### config.mk
export PLATFORM = sky130hd
export DESIGN_NAME = osd_vram_ctrl
export DESIGN_NICKNAME = d
export VERILOG_FILES = /design/src/rtl/osd_pkg.sv /design/src/rtl/osd_vram_ctrl.sv
export SDC_FILE = /design/constraint.sdc
export NUM_CORES = 1
export LEC_CHECK = 0
export BUFFER_PORTS_ARGS = -buffer_cell sky130_fd_sc_hd__buf_2
export CORE_ASPECT_RATIO = 0.8
export CORE_MARGIN = 10
export CORE_UTILIZATION = 62
export DETAILED_ROUTE_END_ITERATION = 7
export PLACE_DENSITY = 0.84
export SLEW_MARGIN = 10
export SYNTH_ARGS = -nofsm -noshare
export SYNTH_HDL_FRONTEND = slang
export SYNTH_SLANG_ARGS = --single-unit
### constraint.sdc
create_clock -name clk -period 6.85 [get_ports clk]
set_clock_uncertainty 0.1 [all_clocks]
set_input_delay 0.685 -clock clk [delete_from_list [all_inputs] [get_ports clk]]
set_output_delay 0.685 -clock clk [all_outputs]
set_load 0.05 [all_outputs]
### src/rtl/osd_pkg.sv
// osd_pkg: OSD command opcodes, blank character and FSM state encoding shared by RTL and bench
package osd_pkg;
    localparam logic [7:0] OSD_SET_X    = 8'h01;
    localparam logic [7:0] OSD_SET_Y    = 8'h02;
    localparam logic [7:0] OSD_SET_ATTR = 8'h03;
    localparam logic [7:0] OSD_PUT_CHR  = 8'h04;
    localparam logic [7:0] OSD_CLEAR    = 8'h05;
    localparam logic [7:0] OSD_EN       = 8'h06;
    localparam logic [7:0] BLANK_CHR    = 8'h20;
    typedef enum logic {ST_IDLE, ST_CLEAR} state_t;
endpackage

### src/rtl/osd_vram_ctrl.sv
// osd_vram_ctrl: turns OSD commands into VRAM cell writes, keeps cursor/attr/enable, runs screen clears
module osd_vram_ctrl
    import osd_pkg::*;
#(
    parameter int         COLS     = 32,
    parameter int         ROWS     = 24,
    parameter int         ADDR_W   = 10,
    parameter logic [7:0] DEF_ATTR = 8'h0F
) (
    input  logic              clk,
    input  logic              rst_n,
    input  logic              cmd_valid,
    input  logic [15:0]       cmd,
    output logic              vram_we,
    output logic [ADDR_W-1:0] vram_addr,
    output logic [15:0]       vram_wdata,
    output logic              osd_en,
    output logic              busy,
    output logic              cmd_drop
);
    localparam int CW = $clog2(COLS);
    localparam int RW = $clog2(ROWS);
    localparam logic [ADDR_W:0] N_CELLS = (ADDR_W+1)'(COLS*ROWS);

    state_t            state;
    logic [CW-1:0]     col;
    logic [RW-1:0]     row;
    logic [7:0]        attr;
    logic [7:0]        clr_attr;
    logic [ADDR_W:0]   clr_cnt;
    logic              pend_full;
    logic [15:0]       pend_cmd;
    logic              exec_v;
    logic [15:0]       exec_cmd;
    logic [ADDR_W-1:0] cur_addr;

    // A stored command always runs before a freshly arriving one
    assign exec_v   = pend_full | cmd_valid;
    assign exec_cmd = pend_full ? pend_cmd : cmd;
    assign cur_addr = ADDR_W'(32'(row) * COLS + 32'(col));
    assign busy     = (state == ST_CLEAR) | pend_full;

    always_ff @(posedge clk or negedge rst_n) begin
        if (!rst_n) begin
            state      <= ST_IDLE;
            col        <= '0;
            row        <= '0;
            attr       <= DEF_ATTR;
            clr_attr   <= DEF_ATTR;
            clr_cnt    <= '0;
            pend_full  <= 1'b0;
            pend_cmd   <= '0;
            vram_we    <= 1'b0;
            vram_addr  <= '0;
            vram_wdata <= '0;
            osd_en     <= 1'b0;
            cmd_drop   <= 1'b0;
        end else begin
            vram_we  <= 1'b0;
            cmd_drop <= 1'b0;
            if (state == ST_CLEAR) begin
                if (cmd_valid) begin
                    if (pend_full) cmd_drop <= 1'b1;
                    else begin
                        pend_full <= 1'b1;
                        pend_cmd  <= cmd;
                    end
                end
                if (clr_cnt == N_CELLS) begin
                    state <= ST_IDLE;
                    col   <= '0;
                    row   <= '0;
                end else begin
                    vram_we    <= 1'b1;
                    vram_addr  <= clr_cnt[ADDR_W-1:0];
                    vram_wdata <= {clr_attr, BLANK_CHR};
                    clr_cnt    <= clr_cnt + 1'b1;
                end
            end else if (exec_v) begin
                pend_full <= pend_full & cmd_valid;
                if (pend_full && cmd_valid) pend_cmd <= cmd;
                case (exec_cmd[15:8])
                    OSD_SET_X:    col  <= (32'(exec_cmd[7:0]) > COLS-1) ? CW'(COLS-1) : CW'(exec_cmd[7:0]);
                    OSD_SET_Y:    row  <= (32'(exec_cmd[7:0]) > ROWS-1) ? RW'(ROWS-1) : RW'(exec_cmd[7:0]);
                    OSD_SET_ATTR: attr <= exec_cmd[7:0];
                    OSD_EN:       osd_en <= exec_cmd[0];
                    OSD_PUT_CHR: begin
                        vram_we    <= 1'b1;
                        vram_addr  <= cur_addr;
                        vram_wdata <= {attr, exec_cmd[7:0]};
                        if (col == CW'(COLS-1)) begin
                            col <= '0;
                            row <= (row == RW'(ROWS-1)) ? '0 : row + 1'b1;
                        end else col <= col + 1'b1;
                    end
                    OSD_CLEAR: begin
                        // First cell is written from the accepting edge so the fill is back-to-back
                        state      <= ST_CLEAR;
                        clr_attr   <= attr;
                        vram_we    <= 1'b1;
                        vram_addr  <= '0;
                        vram_wdata <= {attr, BLANK_CHR};
                        clr_cnt    <= (ADDR_W+1)'(1);
                    end
                    default: ;
                endcase
            end
        end
    end
endmodule
==> impl_metrics.py, run 1 <==
metrics = {
    "cts": {
        "cts_sinks": 84,
        "cts_tree": "built",
        "clk_pin_slew_ns": 0.09,
        "cts-resized-gates": 0,
        "cts_htree_levels": 3,
        "root_buffer": "clkbuf_8",
        "cts_made_buffers": 9,
        "hold_buffers": 0,
        "clockBufferDepth": 2,
        "post_cts_buffers": 0,
        "clock_latency_ns": 0.36,
    },
    "floorplanning": {
        "fp.dieH_um": 92.76,
        "die_area_um2": 10290,
        "num_rows": 26,
        "fp.dieW_um": 111.0,
        "num_io_pins": 49,
        "core_area_um2": 6409,
        "initial_utilization_pct": 64.02,
    },
    "timing": {
        "hold_viol": 0,
        "hold_slack_ns": 0.3558,
        "slew_headroom_pct": 29.93,
        "timing.fmax_mhz": 315.3,
        "worst_slew_pin_slew_ns": 1.040,
        "rsz0062_at_grt": "no",
        "tns_ns": 0,
        "slew_violations": 0,
        "setup_viol": 0,
        "setup_slack_ns": 3.679,
        "timing.final.crit_share_pct": 46.30,
        "min_period_ns": 3.171,
    },
    "synth": {
        "ys_ff_latch": 84,
        "ys.flop_type": "dfrtp_1",
        "syn-cell-area_um2": 4103,
        "synth_cells": 406,
        "synth_edf_count": 0,
        "synth_cell_types": 51,
        "postSynthAreaPerCell_um2": 10.11,
        "syn-num-nets": 430,
        "yosysSeqAreaShare_pct": 51.48,
        "async_flop_share_pct": 100.0,
        "yosysWarnings": 0,
    },
    "final_layout": {
        "layout-drive-gt1-share_pct": 23.67,
        "nNetsFinal": 471,
        "final_core_util_pct": 71.40,
        "antenna_cells": 0,
        "syn2layout_area_growth_pct": 11.53,
        "fillers": 473,
        "design_area_um2": 4576,
    },
    "place": {
        "dpl.hpwl_um": 6605,
        "port_buffers": 48,
        "placed_cell_area_um2": 4344,
        "gp_congestion": 0.8666,
        "pre_cts_ws_ns": 3.589,
    },
    "power": {
        "seqPwrFrac_pct": 46.7,
        "power_switching_mw": 0.6062,
        "p_sw_share_pct": 37.94,
        "power_density_nw_per_um2": 349.2,
        "pwr-share-comb_pct": 27.8,
        "leakagePower_nw": 2.085,
        "internal_power_mw": 0.9917,
        "p_clk_share_pct": 25.5,
        "peakVddDrop_mv": 0.1979,
    },
    "critical_path": {
        "cp_cell_sequence": "or4_1 -> or4_1 -> and2_1 -> a41oi_4 -> inv_2 -> o22a_1",
        "path_class": "reg2reg",
        "worst_path_max_delay_cell": "a41oi_4",
        "crit_arrival_ns": 3.32,
        "crit_buf_inv": 1,
        "worst-path-max-fanout": 32,
        "cp_top_family": "simple AND/OR/NAND/NOR gates",
        "worst-r2r-setup-slack_ns": 3.68,
        "end_kind": "register",
        "start_kind": "register",
        "cpMostUsedCell": "or4_1",
        "critPathMaxStageDelay_ns": 0.75,
        "worstPathRequired_ns": 7.00,
    },
    "worst_hold_path": {
        "min_path_type": "reg2reg",
    },
    "detailed_routing": {
        "dr.pass1.iters": 5,
        "met1Wirelength_um": 4138,
        "topRoutingLayerUsed": "met4",
        "via_per_inst": 5.965,
        "num_vias": 3197,
        "dr_wl_met3_um": 628,
        "antenna_left": 0,
        "drt-total-wl_um": 9279,
        "route.met2.wl_um": 4347,
        "wire_per_inst_um": 17.31,
        "drcViolationCount": 0,
        "dr.first_iter.drc_count": 297,
    },
    "outcome": {
        "status": "complete, no violations",
    },
    "grt": {
        "grt_overflow": 0,
        "grt_max_degree": 85,
        "antenna_found_initial": 0,
        "grt_pass1_vias": 3248,
        "grt_use_total_pct": 18.55,
        "grt_pass1_wl_um": 15940,
    },
    "flow_run": {
        "max_cap_violations": 0,
    },
}
## path summary, 6_finish.rpt
path / endpoint / from / cells after the start
min in group asynchronous: vram_wdata[14] / rst_n / 1
hold reg to reg: clr_attr[1] / attr[1] / 2
setup / recovery: vram_wdata[5] / clr_cnt[4] / 6
hold / removal: clr_attr[1] / attr[1] / 2
max in group asynchronous: clr_cnt[7] / rst_n / 1
setup reg to reg: vram_wdata[5] / clr_cnt[4] / 6
## placed cells by master, fill, tap and decap left out, drive strengths merged, types with 11 or more instances in the layout
master,instances
dfrtp,76
nand2,73
a21oi,15
o21ai,33
buf,49
mux2i,15
nand3,15
mux2,25
nor2,36
inv,11
## cell type report
type                            count  area [µm²]  share of cell area, %
Sequential cell                    84        2112                  46.16
Multi-Input combinational cell    295        1847                  40.36
Clock buffer                       10       137.6                  3.008
Tap cell                           84       105.1                  2.297
Clock inverter                      6       93.84                  2.051
Inverter                            8       30.03                 0.6563
Timing Repair Buffer               49       250.2                  5.469
## per-stage QoR
| step | total power [mW] | std cells |
|---|---|---|
| detailed placement | 1.202 | 520 |
| CTS | 1.606 | 536 |
| finish | 1.598 | 536 |
| floorplan | 1.062 | 406 |
| global route | 1.685 | 536 |
| global placement | 1.178 | 520 |
## Yosys cell counts (3+ instances only)
library cell / instances / area, µm²
a221oi_1: 8 / 70.07
dfrtp_1: 76 / 1902
ha_1: 5 / 62.56
xor2_1: 5 / 43.79
nand3_1: 15 / 75.07
a21oi_1: 15 / 75.07
nand4_1: 3 / 18.77
mux2_2: 25 / 281.5
o21ai_0: 33 / 165.2
or3_1: 4 / 25.02
nor2_1: 36 / 135.1
dfstp_2: 8 / 210.2
and3_1: 4 / 25.02
nand2_1: 73 / 274.0
o22a_1: 4 / 35.03
or4_1: 4 / 30.03
nor3_1: 7 / 35.03
clkbuf_1: 7 / 26.28
nor4_1: 3 / 18.77
buf_6: 4 / 45.04
mux2i_1: 15 / 150.1
inv_1: 7 / 26.28
buf_2: 7 / 35.03
## state kept, by name (all words and copies together) (netlist names), 5 cells and up
name,flops
pend_cmd,16
vram_wdata,16
clr_cnt,11
vram_addr,10
attr,8
clr_attr,8
col,5
row,5
## kinds of logic (layout without fill, tap and decap cells)
| group | after synthesis | after routing | share of synthesized area, % |
|---|---|---|---|
| flip-flops | 84 | 84 | 51.48 |
| AO/OA/AOI/OAI | 78 | 78 | 12.81 |
| multiplexers | 40 | 40 | 10.52 |
| buffers and inverters | 27 | 73 | 3.507 |
| AND/OR/NAND/NOR | 164 | 164 | 18.42 |
| XOR/XNOR | 7 | 7 | 1.494 |
| adder cells (fa/ha/maj) | 6 | 6 | 1.769 |
## routing by layer
metal  track usage [%]  vias to the layer above
met2             30.15                      116
met5                 0                        -
li1                  -                     1527
met3             4.707                       19
met1             23.31                     1535
met4             7.359                        0
## power by group through the flow
stage | clock, mW | sequential [mW] | combinational, mW
after floorplan | 0 | 0.896 | 0.166
after CTS | 0.412 | 0.743 | 0.451
after global placement | 0 | 0.742 | 0.436
final | 0.407 | 0.746 | 0.445
after global routing | 0.434 | 0.765 | 0.486
after detailed placement | 0 | 0.753 | 0.449
## worst reg2reg max path, delay by kind of cell, from the launching register on
family | cells | cell delay (ns)
AO/OA/AOI/OAI | 2 | 1.02
buffers and inverters | 1 | 0.29
flip-flops | 1 | 0.44
AND/OR/NAND/NOR | 3 | 1.21
(Power assumes the default switching activity.)
==> run 2, diff against run 1 <==
--- a/config.mk
+++ b/config.mk
@@ -8,9 +8,9 @@
 export BUFFER_PORTS_ARGS = -buffer_cell sky130_fd_sc_hd__buf_2
 export CORE_ASPECT_RATIO = 0.8
 export CORE_MARGIN = 10
-export CORE_UTILIZATION = 62
+export CORE_UTILIZATION = 58
 export DETAILED_ROUTE_END_ITERATION = 7
-export PLACE_DENSITY = 0.84
+export PLACE_DENSITY = 0.79
 export SLEW_MARGIN = 10
 export SYNTH_ARGS = -nofsm -noshare
 export SYNTH_HDL_FRONTEND = slang
==> constraint.sdc (replaced) <==
create_clock -name clk -period 3.08 [get_ports clk]
set_clock_uncertainty 0.1 [all_clocks]
set_input_delay 0.308 -clock clk [delete_from_list [all_inputs] [get_ports clk]]
set_output_delay 0.308 -clock clk [all_outputs]
set_load 0.05 [all_outputs]
==> run 2 against run 1 <==
Against the previous run: global-route usage is 0.37 points lower; clock-buffer cell count stayed put; sequential power is 120% higher; first-iteration DRC count is 18% higher; fmax is 18% higher; via count is 1.0% higher; die area is 5.5% higher.
==> impl_metrics.py, run 2 (synthesis gave the netlist of run 1 again) <==
metrics = {
    "outcome": {
        "status": "complete, no violations",
    },
    "cts": {
        "clock_latency_ns": 0.36,
        "cts_tree": "built",
        "hold_buffers": 0,
        "cts_htree_levels": 3,
        "clk_pin_slew_ns": 0.10,
        "cts_made_buffers": 9,
        "clockBufferDepth": 2,
        "cts_sinks": 84,
        "cts-resized-gates": 0,
        "root_buffer": "clkbuf_8",
        "post_cts_buffers": 0,
    },
    "power": {
        "internal_power_mw": 2.105,
        "power_density_nw_per_um2": 747.6,
        "seqPwrFrac_pct": 47.9,
        "pwr-share-comb_pct": 28.8,
        "power_switching_mw": 1.339,
        "peakVddDrop_mv": 0.3686,
        "leakagePower_nw": 2.103,
        "p_sw_share_pct": 38.88,
        "p_clk_share_pct": 23.3,
    },
    "critical_path": {
        "cp_cell_sequence": "or4_1 -> or4b_2 -> nand2_1 -> nand3_1 -> mux2_2",
        "start_kind": "register",
        "crit_buf_inv": 0,
        "end_kind": "register",
        "cp.depth": 5,
        "crit_arrival_ns": 2.85,
        "critPathMaxStageDelay_ns": 0.64,
        "worst-r2r-setup-slack_ns": 0.38,
        "worst-path-max-fanout": 15,
        "worst_path_max_delay_cell": "or4b_2",
        "path_class": "reg2reg",
        "r2r_cells": 5,
        "startpoint": "pend_cmd[12]",
        "timing.rr.end": "attr[5]",
        "cp-endpoint": "attr[5]",
        "worstPathRequired_ns": 3.24,
        "cp_top_family": "simple AND/OR/NAND/NOR gates",
        "r2r_start": "pend_cmd[12]",
    },
    "place": {
        "dpl.hpwl_um": 6717,
        "port_buffers": 48,
        "pre_cts_ws_ns": 0.4068,
        "dp_cells": 529,
        "gp_congestion": 0.8977,
    },
    "timing": {
        "setup_slack_ns": 0.3827,
        "rsz0062_at_grt": "no",
        "tns_ns": 0,
        "min_period_ns": 2.697,
        "slew_headroom_pct": 30.92,
        "timing.final.crit_share_pct": 87.58,
        "hold_slack_ns": 0.01563,
        "timing.fmax_mhz": 370.7,
        "setup_viol": 0,
        "hold_viol": 0,
        "slew_violations": 0,
        "worst_slew_pin_slew_ns": 1.036,
    },
    "grt": {
        "grt_use_total_pct": 18.18,
        "grt_use_met3_pct": 4.771,
        "grt_overflow": 0,
        "antenna_found_initial": 0,
        "grt.busiest_layer": "met2",
        "grt_pass1_vias": 3156,
        "use_met2_pct": 29.12,
        "use_met1_pct": 24.03,
        "grt_pass1_wl_um": 16060,
        "grt_max_degree": 85,
    },
    "detailed_routing": {
        "drt-total-wl_um": 9334,
        "via_per_inst": 5.927,
        "wire_per_inst_um": 17.13,
        "drcViolationCount": 0,
        "num_vias": 3230,
        "dr.pass1.iters": 6,
        "dr.first_iter.drc_count": 350,
        "antenna_left": 0,
    },
    "floorplanning": {
        "fp.dieW_um": 114.0,
        "die_area_um2": 10860,
        "fp.dieH_um": 95.23,
        "core_area_um2": 6892,
        "num_io_pins": 49,
        "num_rows": 27,
        "initial_utilization_pct": 59.53,
    },
    "worst_hold_path": {
        "min_path_type": "in2async",
    },
    "final_layout": {
        "multi_input_area_um2": 1847,
        "layout-drive-gt1-share_pct": 24.45,
        "syn2layout_area_growth_pct": 12.29,
        "layout_commonest_cell": "dfrtp_1",
        "antenna_cells": 0,
        "ff_latch_area_um2": 2112,
        "fillers": 530,
        "final_cell_mix": "dfrtp_1 (76), nand2_1 (73), buf_2 (47)",
        "final_core_util_pct": 66.85,
        "final_cells": 545,
        "nNetsFinal": 477,
        "reg_top3": "pend_cmd: 16 flops, vram_wdata: 16 flops, clr_cnt: 11 flops",
    },
    "flow_run": {
        "max_cap_violations": 0,
    },
}
-- run 2: power groups by stage --
| stage | Sequential [mW] | Clock, mW | Combinational (mW) |
|---|---|---|---|
| after floorplan | 1.99 | 0 | 0.368 |
| after global placement | 1.65 | 0 | 0.973 |
| after detailed placement | 1.66 | 0 | 0.999 |
| after CTS | 1.64 | 0.812 | 1.00 |
| after global routing | 1.69 | 0.858 | 1.08 |
| final | 1.65 | 0.804 | 0.991 |
-- run 2: worst min-delay path by stage --
stage / startpoint / end / slack [ns] / depth (start not counted)
detailed placement: clr_attr[3] / clr_attr[3] / 0.35 / 2
CTS: rst_n / vram_wdata[14] / 0.06 / 1
floorplan: rst_n / attr[4] / -0.09 / 0
finish: rst_n / vram_wdata[14] / 0.02 / 1
global route: rst_n / vram_wdata[14] / 0.09 / 1
global placement: clr_attr[0] / clr_attr[0] / 0.35 / 2
-- run 2: layout make-up --
cell class	instances	share of cell area [%]
Clock buffer	10	2.770
Clock inverter	6	1.602
Inverter	8	0.6518
Multi-Input combinational cell	295	40.09
Sequential cell	84	45.84
Tap cell	87	2.363
Timing Repair Buffer	55	6.681
-- run 2: layer usage --
metal | share of wire [%] | up-vias | routed length, µm
li1 | - | 1538 | -
met1 | 44 | 1550 | 4065
met2 | 48 | 126 | 4495
met3 | 7.1 | 16 | 665
met4 | 1.1 | 0 | 106
met5 | 0 | - | 0
-- run 2: metrics by stage --
step,cell area (µm²),power (mW)
final,4607,3.444
after global routing,4607,3.631
after CTS,4607,3.456
after detailed placement,4405,2.663
after global placement,4405,2.622
after floorplan,4103,2.361
